==> config.mk <==
export PLATFORM = sky130hd
export DESIGN_NAME = seg14_scroll_ctrl_flat
export DESIGN_NICKNAME = d
export VERILOG_FILES = /design/src/rtl/seg14_scroll_if.sv /design/src/rtl/seg14_scroll_ctrl.sv /design/src/flat_wrapper.sv
export SDC_FILE = /design/constraint.sdc
export NUM_CORES = 1
export LEC_CHECK = 0
export ABC_CLOCK_PERIOD_IN_PS = 33000
export BUFFER_PORTS_ARGS = -buffer_cell sky130_fd_sc_hd__buf_4
export CAP_MARGIN = 20
export CORE_ASPECT_RATIO = 1.4
export CORE_MARGIN = 5
export CORE_UTILIZATION = 65
export CTS_BUF_LIST = sky130_fd_sc_hd__clkbuf_2
export CTS_CLUSTER_SIZE = 8
export DETAILED_ROUTE_END_ITERATION = 8
export PLACE_DENSITY = 0.79
export REMOVE_ABC_BUFFERS = 1
export SYNTH_ARGS = -nofsm -noshare
export SYNTH_HDL_FRONTEND = slang
export SYNTH_SLANG_ARGS = --single-unit
==> constraint.sdc <==
create_clock -name clk -period 33 [get_ports clk]
set_input_delay 1.65 -clock clk [delete_from_list [all_inputs] [get_ports clk]]
set_output_delay 1.65 -clock clk [all_outputs]
set_load 0.1 [all_outputs]
==> src/rtl/seg14_scroll_if.sv <==
// Host-side control/write bus and display outputs of the 14-segment scroll sequencer.
interface seg14_scroll_if #(
    parameter int unsigned NUM_DIGITS = 12
);
    logic                  wr_en;
    logic [4:0]            wr_addr;
    logic [5:0]            wr_char;
    logic [5:0]            msg_len;
    logic                  scroll;
    logic                  start;
    logic                  stop;
    logic [NUM_DIGITS-1:0] sel;
    logic [13:0]           segm;
    logic                  busy;
    logic                  frame_done;

    modport master (
        output wr_en, wr_addr, wr_char, msg_len, scroll, start, stop,
        input  sel, segm, busy, frame_done
    );

    modport slave (
        input  wr_en, wr_addr, wr_char, msg_len, scroll, start, stop,
        output sel, segm, busy, frame_done
    );
endinterface

==> src/rtl/seg14_scroll_ctrl.sv <==
// Multiplexed 14-segment display sequencer: message buffer, digit scan, optional
// right-to-left scrolling and font lookup, with sel/segm registered together.
module seg14_scroll_ctrl #(
    parameter int unsigned NUM_DIGITS    = 12,
    parameter int unsigned MSG_LEN       = 32,
    parameter int unsigned DIGIT_TICKS   = 1,
    parameter int unsigned SCROLL_FRAMES = 4
) (
`ifdef USE_POWER_PINS
    inout wire             vdd,
    inout wire             vss,
`endif
    input  logic           clk,
    input  logic           rst,
    seg14_scroll_if.slave  bus_if
);

    localparam int unsigned DigitW = (NUM_DIGITS > 1) ? $clog2(NUM_DIGITS) : 1;
    localparam int unsigned DwellW = (DIGIT_TICKS > 1) ? $clog2(DIGIT_TICKS) : 1;
    localparam int unsigned FrameW = (SCROLL_FRAMES > 1) ? $clog2(SCROLL_FRAMES) : 1;
    localparam int unsigned AddrW  = (MSG_LEN > 1) ? $clog2(MSG_LEN) : 1;

    localparam logic [DigitW-1:0] DigitLast = DigitW'(NUM_DIGITS - 1);
    localparam logic [DwellW-1:0] DwellLast = DwellW'(DIGIT_TICKS - 1);
    localparam logic [FrameW-1:0] FrameLast = FrameW'(SCROLL_FRAMES - 1);
    localparam logic [5:0]        CharSpace = 6'd37;

    typedef enum logic [0:0] {
        StIdle,
        StRun
    } state_e;

    state_e                state_q, state_d;
    logic [5:0]            len_q, len_d;
    logic                  scroll_q, scroll_d;
    logic [DigitW-1:0]     digit_q, digit_d;
    logic [DwellW-1:0]     dwell_q, dwell_d;
    logic [FrameW-1:0]     frame_q, frame_d;
    logic [5:0]            offset_q, offset_d;
    logic [NUM_DIGITS-1:0] sel_q, sel_d;
    logic [13:0]           segm_q, segm_d;
    logic                  frame_done_q, frame_done_d;
    logic [5:0]            msg_q [MSG_LEN];

    logic                  active;
    logic [5:0]            len_in;
    logic [6:0]            fetch_sum;
    logic [6:0]            fetch_idx;
    logic [5:0]            char_code;

    function automatic logic [13:0] font(input logic [5:0] code);
        logic [13:0] pat;
        case (code)
            6'd0:    pat = 14'b1111_1100_0010_01;
            6'd1:    pat = 14'b0110_0000_0010_00;
            6'd2:    pat = 14'b1101_1011_0000_00;
            6'd3:    pat = 14'b1111_0001_0000_00;
            6'd4:    pat = 14'b0110_0111_0000_00;
            6'd5:    pat = 14'b1011_0111_0000_00;
            6'd6:    pat = 14'b1011_1111_0000_00;
            6'd7:    pat = 14'b1110_0000_0000_00;
            6'd8:    pat = 14'b1111_1111_0000_00;
            6'd9:    pat = 14'b1111_0111_0000_00;
            6'd10:   pat = 14'b1110_1111_0000_00;  // A
            6'd11:   pat = 14'b1111_0001_0100_10;
            6'd12:   pat = 14'b1001_1100_0000_00;
            6'd13:   pat = 14'b1111_0000_0100_10;
            6'd14:   pat = 14'b1001_1110_0000_00;
            6'd15:   pat = 14'b1000_1110_0000_00;
            6'd16:   pat = 14'b1011_1101_0000_00;  // G
            6'd17:   pat = 14'b0110_1111_0000_00;
            6'd18:   pat = 14'b1001_0000_0100_10;
            6'd19:   pat = 14'b0111_1000_0000_00;
            6'd20:   pat = 14'b0000_1110_0011_00;
            6'd21:   pat = 14'b0001_1100_0000_00;  // L
            6'd22:   pat = 14'b0110_1100_1010_00;
            6'd23:   pat = 14'b0110_1100_1001_00;
            6'd24:   pat = 14'b1111_1100_0000_00;  // O
            6'd25:   pat = 14'b1100_1111_0000_00;
            6'd26:   pat = 14'b1111_1100_0001_00;
            6'd27:   pat = 14'b1100_1111_0001_00;
            6'd28:   pat = 14'b1011_0111_0000_00;
            6'd29:   pat = 14'b1000_0000_0100_10;
            6'd30:   pat = 14'b0111_1100_0000_00;
            6'd31:   pat = 14'b0000_1100_0010_01;
            6'd32:   pat = 14'b0110_1100_0001_01;
            6'd33:   pat = 14'b0000_0000_1011_01;
            6'd34:   pat = 14'b0000_0000_1010_10;
            6'd35:   pat = 14'b1001_0000_0010_01;
            6'd36:   pat = 14'b1110_1100_1001_00;  // N with tilde
            default: pat = 14'b0;                  // space and unassigned codes
        endcase
        return pat;
    endfunction

    assign len_in = (32'(bus_if.msg_len) > MSG_LEN) ? 6'(MSG_LEN) : bus_if.msg_len;

    // Counters describe the digit that will be on the outputs after this edge.
    always_comb begin
        state_d  = state_q;
        len_d    = len_q;
        scroll_d = scroll_q;
        digit_d  = digit_q;
        dwell_d  = dwell_q;
        frame_d  = frame_q;
        offset_d = offset_q;
        active   = 1'b0;
        unique case (state_q)
            StIdle: begin
                if (bus_if.start && !bus_if.stop) begin
                    state_d  = StRun;
                    len_d    = len_in;
                    scroll_d = bus_if.scroll;
                    digit_d  = '0;
                    dwell_d  = '0;
                    frame_d  = '0;
                    offset_d = '0;
                    active   = 1'b1;
                end
            end
            StRun: begin
                if (bus_if.stop) begin
                    state_d  = StIdle;
                    digit_d  = '0;
                    dwell_d  = '0;
                    frame_d  = '0;
                    offset_d = '0;
                end else begin
                    active = 1'b1;
                    if (dwell_q == DwellLast) begin
                        dwell_d = '0;
                        if (digit_q == DigitLast) begin
                            digit_d = '0;
                            if (frame_q == FrameLast) begin
                                frame_d = '0;
                                if (scroll_q && (len_q != 6'd0)) begin
                                    offset_d = (offset_q == len_q - 6'd1) ? 6'd0
                                                                          : offset_q + 6'd1;
                                end
                            end else begin
                                frame_d = frame_q + FrameW'(1);
                            end
                        end else begin
                            digit_d = digit_q + DigitW'(1);
                        end
                    end else begin
                        dwell_d = dwell_q + DwellW'(1);
                    end
                end
            end
            default: state_d = StIdle;
        endcase
    end

    always_comb begin
        fetch_sum = 7'(offset_d) + 7'(digit_d);
        fetch_idx = '0;
        char_code = CharSpace;
        if (len_d != 6'd0) begin
            fetch_idx = scroll_d ? (fetch_sum % 7'(len_d)) : 7'(digit_d);
            if (scroll_d || (7'(digit_d) < 7'(len_d))) begin
                char_code = msg_q[AddrW'(fetch_idx)];
            end
        end
    end

    always_comb begin
        sel_d        = '0;
        segm_d       = '0;
        frame_done_d = 1'b0;
        if (active) begin
            sel_d        = NUM_DIGITS'(1) << digit_d;
            segm_d       = font(char_code);
            frame_done_d = (digit_d == DigitLast) && (dwell_d == DwellLast);
        end
    end

    always_ff @(posedge clk) begin
        if (rst) begin
            state_q      <= StIdle;
            len_q        <= '0;
            scroll_q     <= 1'b0;
            digit_q      <= '0;
            dwell_q      <= '0;
            frame_q      <= '0;
            offset_q     <= '0;
            sel_q        <= '0;
            segm_q       <= '0;
            frame_done_q <= 1'b0;
        end else begin
            state_q      <= state_d;
            len_q        <= len_d;
            scroll_q     <= scroll_d;
            digit_q      <= digit_d;
            dwell_q      <= dwell_d;
            frame_q      <= frame_d;
            offset_q     <= offset_d;
            sel_q        <= sel_d;
            segm_q       <= segm_d;
            frame_done_q <= frame_done_d;
        end
    end

    // Reset has priority, so a write coinciding with rst is dropped.
    always_ff @(posedge clk) begin
        if (rst) begin
            for (int unsigned i = 0; i < MSG_LEN; i++) begin
                msg_q[AddrW'(i)] <= CharSpace;
            end
        end else if (bus_if.wr_en && (32'(bus_if.wr_addr) < MSG_LEN)) begin
            msg_q[AddrW'(bus_if.wr_addr)] <= bus_if.wr_char;
        end
    end

    assign bus_if.sel        = sel_q;
    assign bus_if.segm       = segm_q;
    assign bus_if.busy       = (state_q == StRun);
    assign bus_if.frame_done = frame_done_q;

endmodule

==> src/flat_wrapper.sv <==
// flat-port wrapper written by rule: the top's interface ports become plain ports
module seg14_scroll_ctrl_flat 
#(
    parameter int unsigned NUM_DIGITS    = 12,
    parameter int unsigned MSG_LEN       = 32,
    parameter int unsigned DIGIT_TICKS   = 1,
    parameter int unsigned SCROLL_FRAMES = 4
)
  (clk, rst, bus_if_wr_en, bus_if_wr_addr, bus_if_wr_char, bus_if_msg_len, bus_if_scroll, bus_if_start, bus_if_stop, bus_if_sel, bus_if_segm, bus_if_busy, bus_if_frame_done);
  seg14_scroll_if #(.NUM_DIGITS(NUM_DIGITS)) bus_if_i ();
  input  logic clk;
  input  logic rst;
  input wire logic [$bits(bus_if_i.wr_en)-1:0] bus_if_wr_en;
  input wire logic [$bits(bus_if_i.wr_addr)-1:0] bus_if_wr_addr;
  input wire logic [$bits(bus_if_i.wr_char)-1:0] bus_if_wr_char;
  input wire logic [$bits(bus_if_i.msg_len)-1:0] bus_if_msg_len;
  input wire logic [$bits(bus_if_i.scroll)-1:0] bus_if_scroll;
  input wire logic [$bits(bus_if_i.start)-1:0] bus_if_start;
  input wire logic [$bits(bus_if_i.stop)-1:0] bus_if_stop;
  output wire logic [$bits(bus_if_i.sel)-1:0] bus_if_sel;
  output wire logic [$bits(bus_if_i.segm)-1:0] bus_if_segm;
  output wire logic [$bits(bus_if_i.busy)-1:0] bus_if_busy;
  output wire logic [$bits(bus_if_i.frame_done)-1:0] bus_if_frame_done;
  assign bus_if_i.wr_en = bus_if_wr_en;
  assign bus_if_i.wr_addr = bus_if_wr_addr;
  assign bus_if_i.wr_char = bus_if_wr_char;
  assign bus_if_i.msg_len = bus_if_msg_len;
  assign bus_if_i.scroll = bus_if_scroll;
  assign bus_if_i.start = bus_if_start;
  assign bus_if_i.stop = bus_if_stop;
  assign bus_if_sel = bus_if_i.sel;
  assign bus_if_segm = bus_if_i.segm;
  assign bus_if_busy = bus_if_i.busy;
  assign bus_if_frame_done = bus_if_i.frame_done;
  seg14_scroll_ctrl #(.NUM_DIGITS(NUM_DIGITS), .MSG_LEN(MSG_LEN), .DIGIT_TICKS(DIGIT_TICKS), .SCROLL_FRAMES(SCROLL_FRAMES)) u_core (.clk(clk), .rst(rst), .bus_if(bus_if_i));
endmodule
==> flow_metrics.tcl <==
set metrics [dict create \
    grt_pass1_vias 11300 \
    ctsResizeCount 0 \
    drv_slew 0 \
    grt_max_degree 56 \
    drt_iter0_markers 1091 \
    grt_usage_pct 30.2 \
    endpoint_kind "register" \
    cts-root-buf "clkbuf_2" \
    yosys-mux-area-fraction_pct 6.09 \
    synth_top_family_by_area "simple AND/OR/NAND/NOR gates" \
    area_growth_pct 6.48 \
    yosys-top-cells-area "edfxtp_1 (40%), dfxtp_1 (6.7%), or3_1 (4.6%)" \
    cts_buffers 57 \
    switching_power_w 0.000583 \
    cts_max_path_buffers 3 \
    synth_common_cells "edfxtp_1 (192), nor2_1 (110), or3_1 (104)" \
    nNetsFinal 1463 \
    synth_flop_cell "edfxtp_1" \
    clock_latency_ns 0.88 \
    antenna_left 0 \
    p_int_w 0.000667 \
    yosysTopAreaCellShare_pct 40.5 \
    cts_setup_buffers 0 \
    start_util_pct 65.7 \
    fin_crit_sh_pct 50.7 \
    crit_type "register to register" \
    min_path_type "register to register" \
    path_clk_slew_ns 0.11 \
    cp_common_cell "ha_1" \
    hold_ws_ns 0.533 \
    async_flop_share_pct 0 \
    pwr-share-seq_pct 27.9 \
    cts_tree "built" \
    fin_setup_tns_ns 0 \
    cts.sinks 240 \
    crit_path_start_kind "register" \
    critPathTopFamily "compound AO/OA/AOI/OAI gates" \
    timing.fmax_mhz 59.7 \
    drc 0 \
    postPlaceCellArea_sq_mm 0.0146 \
    finalPower_w 0.00125 \
    cts_hold_buf 0 \
    synth_seq_area_share_pct 47.2 \
    die_height_microns 185 \
    power.density_mw_per_mm2 82.4 \
    critPathSlowestCell "a221o_1" \
    wl_per_cell_microns 21.8 \
    hpwl_microns 25500 \
    yosysWarnings 0 \
    drive_gt1_share_pct 17.6 \
    finalInstanceArea_sq_mm 0.0152 \
    vdd_ir_drop_max_v 0.0000405 \
    synthSimpleGateAreaFrac_pct 23.0 \
    synth_cells 1359 \
    port_buffers 50 \
    synth-edff-count 192 \
    coreArea_sq_mm 0.0217 \
    via_count 11200 \
    crit_arrival_ns 17.53 \
    drt-pass1-iter-count 5 \
    p_comb_share_pct 55.8 \
    period_needed_ns 16.74 \
    post-route-util_pct 69.9 \
    cp_num_buf_inv 3 \
    die_area_sq_mm 0.0250 \
    vias_per_cell 6.51 \
    hold_viol_final 0 \
    maxCapViolations 0 \
    required_ns 33.79 \
    leakage_nw 5.58 \
    routabilityCongestion 0.921 \
    power.share.switching_pct 46.7 \
    relSlewSlack_pct 37.2 \
    grt_pass1_wl_microns 59400 \
    setup_viol 0 \
    finClkSkew_ns 0.0699 \
    antenna_found_initial 1 \
    netlist-cell-type-count 108 \
    synthAdderAreaFrac_pct 4.50 \
    htreeDepth 2 \
    synth_compound_area_share_pct 13.8 \
    die_w_microns 135 \
    drt_wl_total_microns 37600 \
    worst_path_largest_cell_delay_ns 0.82 \
    tightest_slew_ns 0.939 \
    overflow 0 \
    num_rows 64 \
    synth-xor-area-share_pct 1.41 \
    p_clk_share_pct 16.3 \
    avgSynthCellArea_sq_um 10.5 \
    synth-seq-cells 240 \
    status "completed" \
    nFillCells 1669 \
    io_pins 51 \
    post-synth-top-count-cell "edfxtp_1" \
    syn-cell-area_sq_mm 0.0142 \
    rsz0062_at_grt "false" \
    path_max_fanout 40 \
    yosys.area.top_type "edfxtp_1" \
]
cell type report:
type | count | area (sq um) | area share (%)
multi-input combinational | 999 | 6950 | 45.8
timing repair buffer | 61 | 458 | 3.02
tap | 297 | 372 | 2.45
inverter | 31 | 116 | 0.767
clock buffer | 71 | 355 | 2.34
antenna | 1 | 2.50 | 0.0165
sequential | 240 | 6730 | 44.3
clock inverter | 26 | 191 | 1.26
metrics by stage:
stage | setup WS (ns) | cells
2_1_floorplan | 17.51 | 1270
3_3_place_gp | 16.07 | 1628
3_5_place_dp | 15.72 | 1628
4_1_cts | 16.55 | 1725
5_1_grt | 14.94 | 1726
6_report | 16.26 | 1726
metal layers:
layer / vias up / share of wire [%] / GRT usage [%]
li1: 5146 / - / -
met1: 5364 / 36 / 34.4
met2: 572 / 52 / 54.3
met3: 158 / 7.0 / 4.76
met4: 0 / 5.8 / 15.8
met5: - / 0 / 0
flip-flops by register name, indices dropped and copies added (netlist names):
register,flops
u_core.dwell_q,1
u_core.msg_q,192
u_core.frame_q,2
u_core.bus_if.busy,1
u_core.bus_if.sel,12
u_core.offset_q,6
u_core.scroll_q,1
u_core.bus_if.frame_done,1
u_core.digit_q,4
u_core.len_q,6
u_core.bus_if.segm,14
power groups by stage:
| stage | clock [W] | sequential, W | combinational [W] |
|---|---|---|---|
| final | 0.000204 | 0.000348 | 0.000697 |
| after detailed placement | 0 | 0.000355 | 0.000677 |
| after global placement | 0 | 0.000355 | 0.000669 |
| after global routing | 0.000222 | 0.000350 | 0.000745 |
| after floorplan | 0 | 0.000377 | 0.000479 |
| after CTS | 0.000206 | 0.000348 | 0.000681 |
worst paths after layout:
kind,start,end,slack [ns],depth (start not counted)
hold reg to reg,u_core.frame_q[1]$_SDFFE_PP0P_,u_core.frame_q[1]$_SDFFE_PP0P_,0.53,2
setup / recovery,u_core.len_q[0]$_SDFF_PP0_,u_core.bus_if.segm[0]$_SDFF_PP0_,16.26,62
hold / removal,u_core.frame_q[1]$_SDFFE_PP0P_,u_core.frame_q[1]$_SDFFE_PP0P_,0.53,2
setup reg to reg,u_core.len_q[0]$_SDFF_PP0_,u_core.bus_if.segm[0]$_SDFF_PP0_,16.26,62
cell usage in the layout, fill, tap and decap left out, types with 16 or more instances in the layout:
cell type and instances:
edfxtp_1 192, nor2_1 110, or3_1 104, and2_1 98, nand2_1 80, clkbuf_2 71
buf_4 61, mux2i_1 55, o21ai_0 54, ha_1 48, dfxtp_1 48, nand3_1 40
a21oi_1 37, or2_2 36, inv_1 28, and3_1 21, nand4_1 20, nor2b_1 16
worst register-to-register path, delay by kind of cell (launching register included):
kind | cells | cell delay, ns
compound gates | 27 | 7.03
buf+inv | 3 | 0.67
mux | 4 | 1.59
fa+ha+maj | 9 | 2.75
flops | 1 | 0.43
simple gates | 19 | 4.22
logic make-up (layout without fill, tap and decap cells):
| kind of cell | count (synthesis) | count (layout) |
|---|---|---|
| DFF | 240 | 240 |
| adders and majority gates | 50 | 50 |
| xor gates and xnor gates | 23 | 23 |
| buffers and inverters | 120 | 189 |
| muxes | 76 | 76 |
| other | 0 | 1 |
| and+or+nand+nor | 592 | 592 |
| AOI/OAI and AO/OA | 258 | 258 |
No activity file was read; power rests on OpenSTA's default activity.
